===== config.mk =====
export PLATFORM = sky130hd
export DESIGN_NAME = prog_loader_flat
export DESIGN_NICKNAME = d
export VERILOG_FILES = /design/src/rtl/prog_loader_if.sv /design/src/rtl/prog_loader.sv /design/src/flat_wrapper.sv
export SDC_FILE = /design/constraint.sdc
export NUM_CORES = 1
export LEC_CHECK = 0
export BUFFER_PORTS_ARGS = -buffer_cell sky130_fd_sc_hd__buf_2
export CORE_ASPECT_RATIO = 0.8
export CORE_MARGIN = 8
export CORE_UTILIZATION = 30
export DETAILED_ROUTE_END_ITERATION = 12
export PLACE_DENSITY = 0.53
export SLEW_MARGIN = 20
export SYNTH_ARGS = -nofsm -noshare
export SYNTH_HDL_FRONTEND = slang
export SYNTH_SLANG_ARGS = --single-unit

===== constraint.sdc =====
create_clock -name clk_i -period 2.9 [get_ports clk_i]
set_clock_uncertainty 0.05 [all_clocks]
set_input_delay 0 -clock clk_i [delete_from_list [all_inputs] [get_ports clk_i]]
set_output_delay 0 -clock clk_i [all_outputs]
set_load 0.02 [all_outputs]

===== src/rtl/prog_loader_if.sv =====
// Byte-stream input and instruction-memory write port of the program loader.
interface prog_loader_if #(
   parameter int DATA_WIDTH = 32
);
   logic [7:0]            rx_data_i;
   logic                  rx_valid_i;
   logic                  rx_ready_o;
   logic                  wr_en_o;
   logic [DATA_WIDTH-1:0] wr_addr_o;
   logic [DATA_WIDTH-1:0] wr_data_o;
   logic                  done_o;
   logic                  error_o;
   logic                  cpu_reset_o;

   modport slave (
      input  rx_data_i, rx_valid_i,
      output rx_ready_o, wr_en_o, wr_addr_o, wr_data_o, done_o, error_o, cpu_reset_o
   );

   modport master (
      output rx_data_i, rx_valid_i,
      input  rx_ready_o, wr_en_o, wr_addr_o, wr_data_o, done_o, error_o, cpu_reset_o
   );
endinterface


===== src/rtl/prog_loader.sv =====
// Loads a framed byte stream (count, LE words, XOR checksum) into instruction memory.
// Writes issue one cycle after each word's last byte; the CPU stays in reset until a good checksum.
module prog_loader #(
   parameter int                    MEMORY_DEPTH = 64,
   parameter int                    DATA_WIDTH   = 32,
   parameter logic [DATA_WIDTH-1:0] BASE_ADDR    = 32'h0040_0000
) (
   input  logic          clk_i,
   input  logic          reset_i,
   prog_loader_if.slave  bus
);

   typedef enum logic [2:0] {
      S_CNT_LO,
      S_CNT_HI,
      S_DATA,
      S_CHECK,
      S_DONE,
      S_ERROR
   } state_t;

   state_t      state;
   state_t      nxt_state;
   logic [15:0] count;
   logic [15:0] nxt_count;
   logic [15:0] word_idx;
   logic [15:0] nxt_word;
   logic [1:0]  byte_idx;
   logic [1:0]  nxt_byte;
   logic [7:0]  run_xor;
   logic [7:0]  nxt_xor;
   logic [23:0] partial;
   logic [23:0] nxt_partial;
   logic [15:0] hi_count;
   logic        wr_fire;
   logic        xfer;

   assign xfer     = bus.rx_valid_i && bus.rx_ready_o;
   assign hi_count = {bus.rx_data_i, count[7:0]};

   always_comb begin
      nxt_state   = state;
      nxt_count   = count;
      nxt_word    = word_idx;
      nxt_byte    = byte_idx;
      nxt_xor     = run_xor;
      nxt_partial = partial;
      wr_fire     = 1'b0;
      case (state)
         S_CNT_LO: begin
            if (xfer) begin
               nxt_count = {8'h00, bus.rx_data_i};
               nxt_xor   = run_xor ^ bus.rx_data_i;
               nxt_state = S_CNT_HI;
            end
         end
         S_CNT_HI: begin
            if (xfer) begin
               nxt_count = hi_count;
               nxt_xor   = run_xor ^ bus.rx_data_i;
               if (hi_count > 16'(MEMORY_DEPTH)) begin
                  nxt_state = S_ERROR;
               end else if (hi_count == 16'd0) begin
                  nxt_state = S_CHECK;
               end else begin
                  nxt_state = S_DATA;
               end
            end
         end
         S_DATA: begin
            if (xfer) begin
               nxt_xor = run_xor ^ bus.rx_data_i;
               case (byte_idx)
                  2'd0: begin nxt_partial[7:0]   = bus.rx_data_i; nxt_byte = 2'd1; end
                  2'd1: begin nxt_partial[15:8]  = bus.rx_data_i; nxt_byte = 2'd2; end
                  2'd2: begin nxt_partial[23:16] = bus.rx_data_i; nxt_byte = 2'd3; end
                  default: begin
                     // Last byte: the word leaves straight from the input, no extra buffering.
                     wr_fire  = 1'b1;
                     nxt_byte = 2'd0;
                     if (word_idx == count - 16'd1) begin
                        nxt_state = S_CHECK;
                     end else begin
                        nxt_word = word_idx + 16'd1;
                     end
                  end
               endcase
            end
         end
         S_CHECK: begin
            if (xfer) begin
               nxt_state = (bus.rx_data_i == run_xor) ? S_DONE : S_ERROR;
            end
         end
         default: nxt_state = state;
      endcase
   end

   always_ff @(posedge clk_i) begin
      if (reset_i) begin
         state           <= S_CNT_LO;
         count           <= '0;
         word_idx        <= '0;
         byte_idx        <= '0;
         run_xor         <= '0;
         partial         <= '0;
         bus.rx_ready_o  <= 1'b1;
         bus.wr_en_o     <= 1'b0;
         bus.wr_addr_o   <= '0;
         bus.wr_data_o   <= '0;
         bus.done_o      <= 1'b0;
         bus.error_o     <= 1'b0;
         bus.cpu_reset_o <= 1'b1;
      end else begin
         state    <= nxt_state;
         count    <= nxt_count;
         word_idx <= nxt_word;
         byte_idx <= nxt_byte;
         run_xor  <= nxt_xor;
         partial  <= nxt_partial;
         bus.wr_en_o <= wr_fire;
         if (wr_fire) begin
            bus.wr_addr_o <= BASE_ADDR + (DATA_WIDTH'(word_idx) << 2);
            bus.wr_data_o <= DATA_WIDTH'({bus.rx_data_i, partial});
         end
         // Status outputs follow the next state so they are registered yet not a cycle late.
         bus.rx_ready_o  <= (nxt_state != S_DONE) && (nxt_state != S_ERROR);
         bus.done_o      <= (nxt_state == S_DONE);
         bus.error_o     <= (nxt_state == S_ERROR);
         bus.cpu_reset_o <= (nxt_state != S_DONE);
      end
   end

endmodule

===== src/flat_wrapper.sv =====
// flat-port wrapper written by rule: the top's interface ports become plain ports
module prog_loader_flat 
#(
   parameter int                    MEMORY_DEPTH = 64,
   parameter int                    DATA_WIDTH   = 32,
   parameter logic [DATA_WIDTH-1:0] BASE_ADDR    = 32'h0040_0000
)
  (clk_i, reset_i, bus_rx_data_i, bus_rx_valid_i, bus_rx_ready_o, bus_wr_en_o, bus_wr_addr_o, bus_wr_data_o, bus_done_o, bus_error_o, bus_cpu_reset_o);
  prog_loader_if #(.DATA_WIDTH(DATA_WIDTH)) bus_i ();
  input  logic clk_i;
  input  logic reset_i;
  input wire logic [$bits(bus_i.rx_data_i)-1:0] bus_rx_data_i;
  input wire logic [$bits(bus_i.rx_valid_i)-1:0] bus_rx_valid_i;
  output wire logic [$bits(bus_i.rx_ready_o)-1:0] bus_rx_ready_o;
  output wire logic [$bits(bus_i.wr_en_o)-1:0] bus_wr_en_o;
  output wire logic [$bits(bus_i.wr_addr_o)-1:0] bus_wr_addr_o;
  output wire logic [$bits(bus_i.wr_data_o)-1:0] bus_wr_data_o;
  output wire logic [$bits(bus_i.done_o)-1:0] bus_done_o;
  output wire logic [$bits(bus_i.error_o)-1:0] bus_error_o;
  output wire logic [$bits(bus_i.cpu_reset_o)-1:0] bus_cpu_reset_o;
  assign bus_i.rx_data_i = bus_rx_data_i;
  assign bus_i.rx_valid_i = bus_rx_valid_i;
  assign bus_rx_ready_o = bus_i.rx_ready_o;
  assign bus_wr_en_o = bus_i.wr_en_o;
  assign bus_wr_addr_o = bus_i.wr_addr_o;
  assign bus_wr_data_o = bus_i.wr_data_o;
  assign bus_done_o = bus_i.done_o;
  assign bus_error_o = bus_i.error_o;
  assign bus_cpu_reset_o = bus_i.cpu_reset_o;
  prog_loader #(.MEMORY_DEPTH(MEMORY_DEPTH), .DATA_WIDTH(DATA_WIDTH), .BASE_ADDR(BASE_ADDR)) u_core (.clk_i(clk_i), .reset_i(reset_i), .bus(bus_i));
endmodule

==> results of run 1 <==
==> registers in the layout, indices dropped and copies added, names as in the netlist <==
name	cells
u_core.partial	24
u_core.bus.rx_ready_o	1
u_core.run_xor	8
u_core.count	16
u_core.byte_idx	2
u_core.bus.wr_addr_o	17
u_core.bus.cpu_reset_o	1
u_core.bus.wr_data_o	32
u_core.bus.wr_en_o	1
u_core.state	3
u_core.bus.error_o	1
u_core.bus.done_o	1
u_core.word_idx	16
==> power by group through the flow <==
stage	Sequential [W]	Combinational, W	Clock [W]
detailed placement	0.00179	0.000331	0
global placement	0.00179	0.000331	0
floorplan	0.00179	0.000263	0
global route	0.00176	0.000394	0.00232
finish	0.00175	0.000359	0.00220
CTS	0.00175	0.000353	0.00225
==> cell usage after synthesis, types with 2 or more instances <==
library cell	n
a21oi_1	101
a31oi_1	3
and2_1	2
and3_1	5
buf_1	7
buf_2	3
buf_4	16
clkbuf_1	40
dfxtp_1	123
ha_1	7
inv_1	6
mux2i_1	5
nand2_1	165
nand2b_1	3
nand3_1	43
nand3b_1	2
nand4_1	8
nor2_1	31
nor2b_1	4
nor3_1	6
nor3b_1	3
nor4_1	3
o2111ai_1	2
o21ai_0	10
o21ai_1	5
o22ai_1	2
o31ai_1	4
or3_1	8
or4_1	4
xnor2_1	13
xor2_1	26
==> logic make-up after synthesis <==
kind of cell | count (synthesis) | share of synthesized area [%]
adder cells (fa/ha/maj) | 7 | 1.60
multiplexers | 6 | 1.19
AO/OA/AOI/OAI | 136 | 13.7
AND/OR/NAND/NOR | 298 | 25.1
other | 1 | 0.0686
flip-flops | 123 | 45.0
XOR/XNOR | 40 | 6.66
buffers and inverters | 74 | 6.68
==> critical path, stage by stage, from the launching register on <==
cell	delay [ps]
dfxtp_1	380
inv_1	60
ha_1	240
o21ba_2	210
a221oi_1	270
a31oi_1	90
a211oi_2	200
or4b_4	560
buf_4	180
nand3_1	90
xor2_1	160
nor2_1	50
==> cell type report <==
cell class	count	area (um2)	area share (%)
repair buffers	93	576	8.62
well taps	230	288	4.31
clock buffers	17	425	6.37
inverters	6	22.5	0.337
flip-flops and latches	123	2460	36.9
multi-input cells	502	2710	40.7
clock inverters	15	186	2.79
==> metrics by stage <==
stage / std cells / worst slack [ps] / util [%] / hold WS, ps / TNS, ps
2_1_floorplan: 699 / 206 / - / 31.0 / 0
3_3_place_gp: 942 / 30.6 / 33.0 / 296 / 0
3_5_place_dp: 942 / -65.2 / 33.0 / 301 / -323
4_1_cts: 985 / 23.9 / 37.0 / 47.3 / 0
5_1_grt: 986 / 6.28 / 37.1 / 93.1 / 0
6_report: 986 / 219 / 37.1 / 54.8 / 0
==> cells in the final DEF, fill, tap and decap left out, types with 5 or more instances in the layout <==
cell	count
nor3_1	6
nand2_1	164
and3_1	5
xnor2_1	13
conb_1	15
o21ai_0	10
dfxtp_1	123
inv_1	6
or3_1	8
buf_4	20
o21ai_1	5
clkbuf_16	17
ha_1	7
nand3_1	43
a21oi_1	101
nand4_1	8
xor2_1	26
nor2_1	31
dlygate4sd3_1	9
buf_2	63
mux2i_1	5
==> layer usage <==
| layer | GRT usage, % | up-vias |
|---|---|---|
| li1 | - | 2409 |
| met1 | 17.0 | 2144 |
| met2 | 19.2 | 110 |
| met3 | 3.52 | 9 |
| met4 | 4.54 | 0 |
| met5 | 0 | - |
==> how the worst min path moves through the flow <==
| stage | startpoint | endpoint | slack (ps) | cells after the start |
|---|---|---|---|---|
| floorplan | reset_i | u_core.state[2]$_SDFF_PP0_ | 30 | 1 |
| global placement | bus_rx_valid_i | u_core.state[2]$_SDFF_PP0_ | 300 | 3 |
| detailed placement | bus_rx_valid_i | u_core.state[2]$_SDFF_PP0_ | 300 | 3 |
| CTS | reset_i | u_core.run_xor[6]$_SDFFE_PP0P_ | 50 | 2 |
| global route | reset_i | u_core.run_xor[0]$_SDFFE_PP0P_ | 90 | 2 |
| finish | reset_i | u_core.run_xor[5]$_SDFFE_PP0P_ | 50 | 2 |
==> what timing repair did <==
| item | CTS | global route |
|---|---|---|
| hold buffers | 9 | 0 |
| buffers inserted | 2 | 1 |
| resized for setup | 1 | 1 |
| pin swaps | 1 | 0 |
| endpoints found under the setup margin | 11 | 20 |
| hold endpoints to repair | 56 | 0 |
==> run summary, run 1 <==
* 123 — synthesis-stage register bit count
* 4,431 — via count of the first global-routing pass
* 0 — count of final hold-check violations
* 0.00431 W — Total Power
* 45.0% — sequential fraction of the synthesis area
* 345 — violation count after the first detailed-routing iteration
* built — clock tree from TritonCTS
* 722 ps — transition time at the pin with the least slew margin
* dfxtp_1 (45%), nand2_1 (11%), a21oi_1 (9.2%) — most area-consuming cells after synthesis
* 0 — Residual DRC
* 310 uV — Max VDD drop
* 4 — H-tree levels
* 51.0% — clock group share of total power
* 17 — number of buffers created by CTS
* 123 — Clock Sinks
* reg2reg — critical setup path kind
* 5940 um2 — post-place instance area
* 373 MHz — FMAX
* 44 — standard-cell rows
* 25.0% — switching share of power
* u_core.count[0]$_SDFFE_PP0P_ — Crit Reg-Reg Startpoint
* flip-flop — endpoint type of the worst setup path
* 5 — maximum fanout count along the critical path
* 0 — number of enable flip-flop cells after synthesis
* 6670 um2 — design area
* 92.5% — period utilisation layout
* 4.74 — via density per instance
* 80 — IO Pins
* 11 — worst-case reg-to-reg path depth
* 0 — number of slew-limit violations in the final report
* u_core.word_idx[2]$_SDFFE_PP0P_ — worst setup path endpoint
* 22,800 um2 — Die Outline Area
* 9460 um — sum of net half-perimeters after detailed placement
* 761 — Nets
* 6270 um — met2 routed wirelength
* 0 — Synth Warn #
* 23,400 um — first-pass GRT wire length
* finished, final reports clean — run status
* 0 — # Max-Cap Violations
* 51.9% — Relative slew margins
* dfxtp_1 — Most used DFF post-synth
* 3130 ps — CP required
* 2910 ps — Critical Path AT
* 64 — quantity of I/O buffers inserted on ports
* 40.7% — Reg power frac
* dfxtp_1 — cell type with the highest aggregate area in the netlist
* clkbuf_16 — library cell used as clock root buffer
* 0% — proportion of register bits with asynchronous set or reset after synthesis
* 45.0% — share of the synthesized area in the top cell type
* u_core.word_idx[2]$_SDFFE_PP0P_ — capture instance of the worst register-to-register path
* 8.3% — combinational cell fraction of total power
* 0.00108 W — power spent charging and discharging nets
* 0.00323 W — design internal power
* 56 — number of different library cells in the post-synthesis netlist
* 0 — antenna cell count
* 18,000 um2 — placeable core region
* 60 ps — clock-pin transition on the worst setup and hold timing paths
* 2.55 nW — Static Leak
* 30.4% — initial core utilization
* 5470 um2 — post-synth design cell area
* 7.99 um2 — Post-Synthesis Mean Instance Area
* 167 um — Die Wd
* false — unrepaired setup endpoints after global routing
* 66 — largest net degree at the start of global routing
* 704 um — Met3 Wirelength
* u_core.count[0]$_SDFFE_PP0P_ — start point of the critical path
* 0 — initial antenna violation count
* 7150 um — wire length on met1
* 4 — number of iterations in the first detailed-routing pass
* 14,300 um — detailed-route wire length
* 0 — Final setup viols
* 0 — count of nets left with antenna violations after detail routing
* 2680 ps — time the worst path needs with I/O delays and setup
* 2 — maximum buffer depth of the clock tree
* 137 um — Chip Height
* 12.7% — total global routing track utilization
* 220 ps — register-to-register setup slack
* 0.823 — RePlAce Congestion
* 410 ps — clock latency on the worst-skew pair
* 4,672 — total via count in the routed design
* in2reg — path type of the worst min-delay path
* 685 — Mapped Cells
* 17.3% — share of cells above drive strength 1
* 14.5 um — average routed wire per standard cell
* 646 nW/um2 — ratio of total power to cell area
* 1,874 — Fill cells
* met4 — uppermost layer routed
* flip-flop — kind of start point of the critical path
* 22.0% — Area Growth Syn to Fin
* 0 — GRT Residual Overflow
(Power assumes the default switching activity.)
==> inputs of run 2 (changes only) <==
--- a/config.mk
+++ b/config.mk
@@ -5,12 +5,15 @@
 export SDC_FILE = /design/constraint.sdc
 export NUM_CORES = 1
 export LEC_CHECK = 0
+export ABC_AREA = 1
 export BUFFER_PORTS_ARGS = -buffer_cell sky130_fd_sc_hd__buf_2
 export CORE_ASPECT_RATIO = 0.8
 export CORE_MARGIN = 8
 export CORE_UTILIZATION = 30
 export DETAILED_ROUTE_END_ITERATION = 12
+export GPL_TIMING_DRIVEN = 0
 export PLACE_DENSITY = 0.53
+export SKIP_LAST_GASP = 1
 export SLEW_MARGIN = 20
 export SYNTH_ARGS = -nofsm -noshare
 export SYNTH_HDL_FRONTEND = slang
==> run 2 against run 1 <==
  * Synthesized area grew 6.8%
  * Global-route usage grew 2.1 points
  * Sequential power barely moved
  * Largest cell class unchanged
  * Highest routed layer unchanged
==> run summary, run 2 <==
* finished, final reports clean — run status
* reset_i — critical hold path startpoint
* 17 — largest net degree at the start of global routing
* 34 — number of different library cells in the post-synthesis netlist
* 0 — antenna cell count
* 0.00459 W — Total Power
* built — clock tree from TritonCTS
* 802 — Mapped Cells
* 2.94 nW — Static Leak
* 7090 um2 — design area
* 0 — number of slew-limit violations in the final report
* 27.9% — simple logic cell fraction of the synthesized area
* 0 ps — setup total negative slack
* reg2reg — critical setup path kind
* 14.7 um — average routed wire per standard cell
* 15.3% — complex-gate fraction of the synthesized area
* flip-flop — kind of start point of the critical path
* 55 — quantity of I/O buffers inserted on ports
* 4.60 — via density per instance
* 7.29 um2 — Post-Synthesis Mean Instance Area
* 5,340 — total via count in the routed design
* 2 — maximum buffer depth of the clock tree
* 2900 um2 — area of the multi-input gates
* 239 ps — slack of the critical path
* 141 um — Chip Height
* 908 — Nets
* 19,000 um2 — placeable core region
* 0 — number of enable flip-flop cells after synthesis
* 45 — standard-cell rows
* buffers and inverters — family with the most delay on the worst path
* u_core.bus.rx_ready_o$_SDFF_PP1_ — start point of the critical path
* nand2_1 (142), dfxtp_1 (123), nor2_1 (107) — most frequent cells after synthesis
* u_core.bus.wr_data_o x32, u_core.partial x24, u_core.bus.wr_addr_o x17 — largest registers
* dfxtp_1 — cell type with the highest aggregate area in the netlist
* 42.1% — sequential fraction of the synthesis area
* nand2_1 — most frequent standard cell in the layout excluding fill and tap cells
* 0 — Post-CTS Resized
* flip-flop — endpoint type of the worst setup path
* 647 nW/um2 — ratio of total power to cell area
* 10 — maximum fanout count along the critical path
* 371 uV — Max VDD drop
* 294 ps — post-placement worst setup slack
* 12,900 um — sum of net half-perimeters after detailed placement
* 0 — count of nets left with antenna violations after detail routing
* u_core.bus.rx_ready_o$_SDFF_PP1_ — Crit Reg-Reg Startpoint
* 0 — # Max-Cap Violations
* 299 — violation count after the first detailed-routing iteration
* 80 — IO Pins
* 2660 ps — time the worst path needs with I/O delays and setup
* clkbuf_1 — slowest stage cell, crit path
* 51.7% — Relative slew margins
* 26.7 ps — worst-case hold slack
* 6 — worst path bufs/invs
* 1.50% — Post-Synth Adder-Cell Area
* 30.7% — initial core utilization
* 725 ps — transition time at the pin with the least slew margin
* 123 — synthesis-stage register bit count
* 420 ps — clock latency on the worst-skew pair
* 18.2% — share of cells above drive strength 1
* 0 — Hold Buf Count CTS
* 0 — initial antenna violation count
* 17 — number of buffers created by CTS
* 123 — Clock Sinks
* nand2_1 > inv_1 > nand3_1 > inv_1 > nand2_1 > inv_2 > buf_2 > clkbuf_1 > buf_2 > a21oi_1 — series of cell instances along the critical path
* 5,187 — via count of the first global-routing pass
* 5840 um2 — post-synth design cell area
* 24,200 um2 — Die Outline Area
* 0 — GRT Residual Overflow
* 6490 um2 — post-place instance area
* nand2_1 (142), dfxtp_1 (123), nor2_1 (107) — commonest cells after routing, fill and taps aside
* simple AND/OR/NAND/NOR gates — dominant combinational cell family by area after synthesis
* 0 — count of final hold-check violations
* 0 — post-CTS repair timing setup buffer count
* 0% — proportion of register bits with asynchronous set or reset after synthesis
* 91.8% — period utilisation layout
* 60 ps — clock-pin transition on the worst setup and hold timing paths
* 4 — H-tree levels
* 0 — Final setup viols
* u_core.bus.wr_data_o — largest register by flop count
* 2910 ps — Critical Path AT
* 376 MHz — FMAX
* dfxtp_1 (42%), nand2_1 (9.1%), nor2_1 (6.9%) — most area-consuming cells after synthesis
* 172 um — Die Wd
* 4.05% — xor-xnor portion of the synthesized cell area
* 21.4% — Area Growth Syn to Fin
* 0 — Residual DRC
* 240 ps — register-to-register setup slack
* 17,100 um — detailed-route wire length
* 5 — number of iterations in the first detailed-routing pass
* false — unrepaired setup endpoints after global routing
* 0% — fraction of synthesized area in multiplexers
* 0 — Synth Warn #
* nand2_1 — most frequent cell after synthesis
* 32 — flip-flop count of the largest register, all copies and words added
* 420 ps — crit-path max cell delay
* clkbuf_16 — library cell used as clock root buffer
* in2reg — path type of the worst min-delay path
* 27,900 um — first-pass GRT wire length
* 42.1% — share of the synthesized area in the top cell type
* 2,078 — Fill cells
* 0.847 — RePlAce Congestion
* 3150 ps — CP required
* 2460 um2 — sequential standard cell area
* 14.8% — total global routing track utilization
* dfxtp_1 — Most used DFF post-synth
run 2: cell types whose count changed in the layout (fill, tap and decap cells not counted), moves of 16 or more:
| cell | change |
|---|---|
| a21oi_1 | -28 |
| clkbuf_1 | +31 |
| inv_1 | +43 |
| nand2_1 | -22 |
| nand2_2 | +16 |
| nor2_1 | +76 |
| o21ai_0 | +58 |
run 2: power breakdown:
part | leakage (nW) | internal, W | total [W] | switching (W)
clock network | 0.289 | 0.00135 | 0.00215 | 0.000798
registers | 0.995 | 0.00173 | 0.00177 | 0.0000387
logic | 1.65 | 0.000215 | 0.000669 | 0.000454
total | 2.94 | 0.00330 | 0.00459 | 0.00129
run 2: kinds of logic after synthesis:
family          count (synthesis)
flops                         123
xor+xnor                       27
other cells                     1
buf+inv                       119
simple gates                  361
compound gates                164
fa+ha+maj                       7
run 2: cell type report:
cell class | instances | area share (%)
well taps | 258 | 4.55
clock inverters | 15 | 2.43
inverters | 59 | 3.12
flip-flops and latches | 123 | 34.7
clock buffers | 17 | 6.00
plain buffers | 60 | 4.36
multi-input cells | 574 | 40.9
repair buffers | 55 | 3.88
run 2: path summary, 6_finish.rpt:
kind | end | cells after the start
setup / recovery | u_core.bus.wr_addr_o[6]$_SDFFE_PP0P_ | 10
setup reg to reg | u_core.bus.wr_addr_o[6]$_SDFFE_PP0P_ | 10
hold / removal | u_core.count[0]$_SDFFE_PP0P_ | 2
hold reg to reg | u_core.bus.wr_data_o[17]$_SDFFE_PP0P_ | 2
run 2: worst reg2reg max path: stages, from the launching register on:
cell      delay, ps
dfxtp_1         320
nand2_1         100
inv_1           160
nand3_1         250
inv_1           190
nand2_1         210
inv_2           130
buf_2           260
clkbuf_1        420
buf_2           350
a21oi_1         110
run 2: stage by stage:
stage | std cells | utilization, %
floorplan | 816 | -
global placement | 1129 | 34.1
detailed placement | 1129 | 34.1
CTS | 1161 | 37.3
global route | 1161 | 37.3
finish | 1161 | 37.3
run 2: per-layer routing:
metal  vias up  wire length, um  track usage, %  share of wire [%]
li1       2766                -               -                  -
met1      2434             8950            21.3                 52
met2       121             6890            20.9                 40
met3        19              933            3.77                5.5
met4         0              290            4.98                1.7
met5         -                0               0                  0
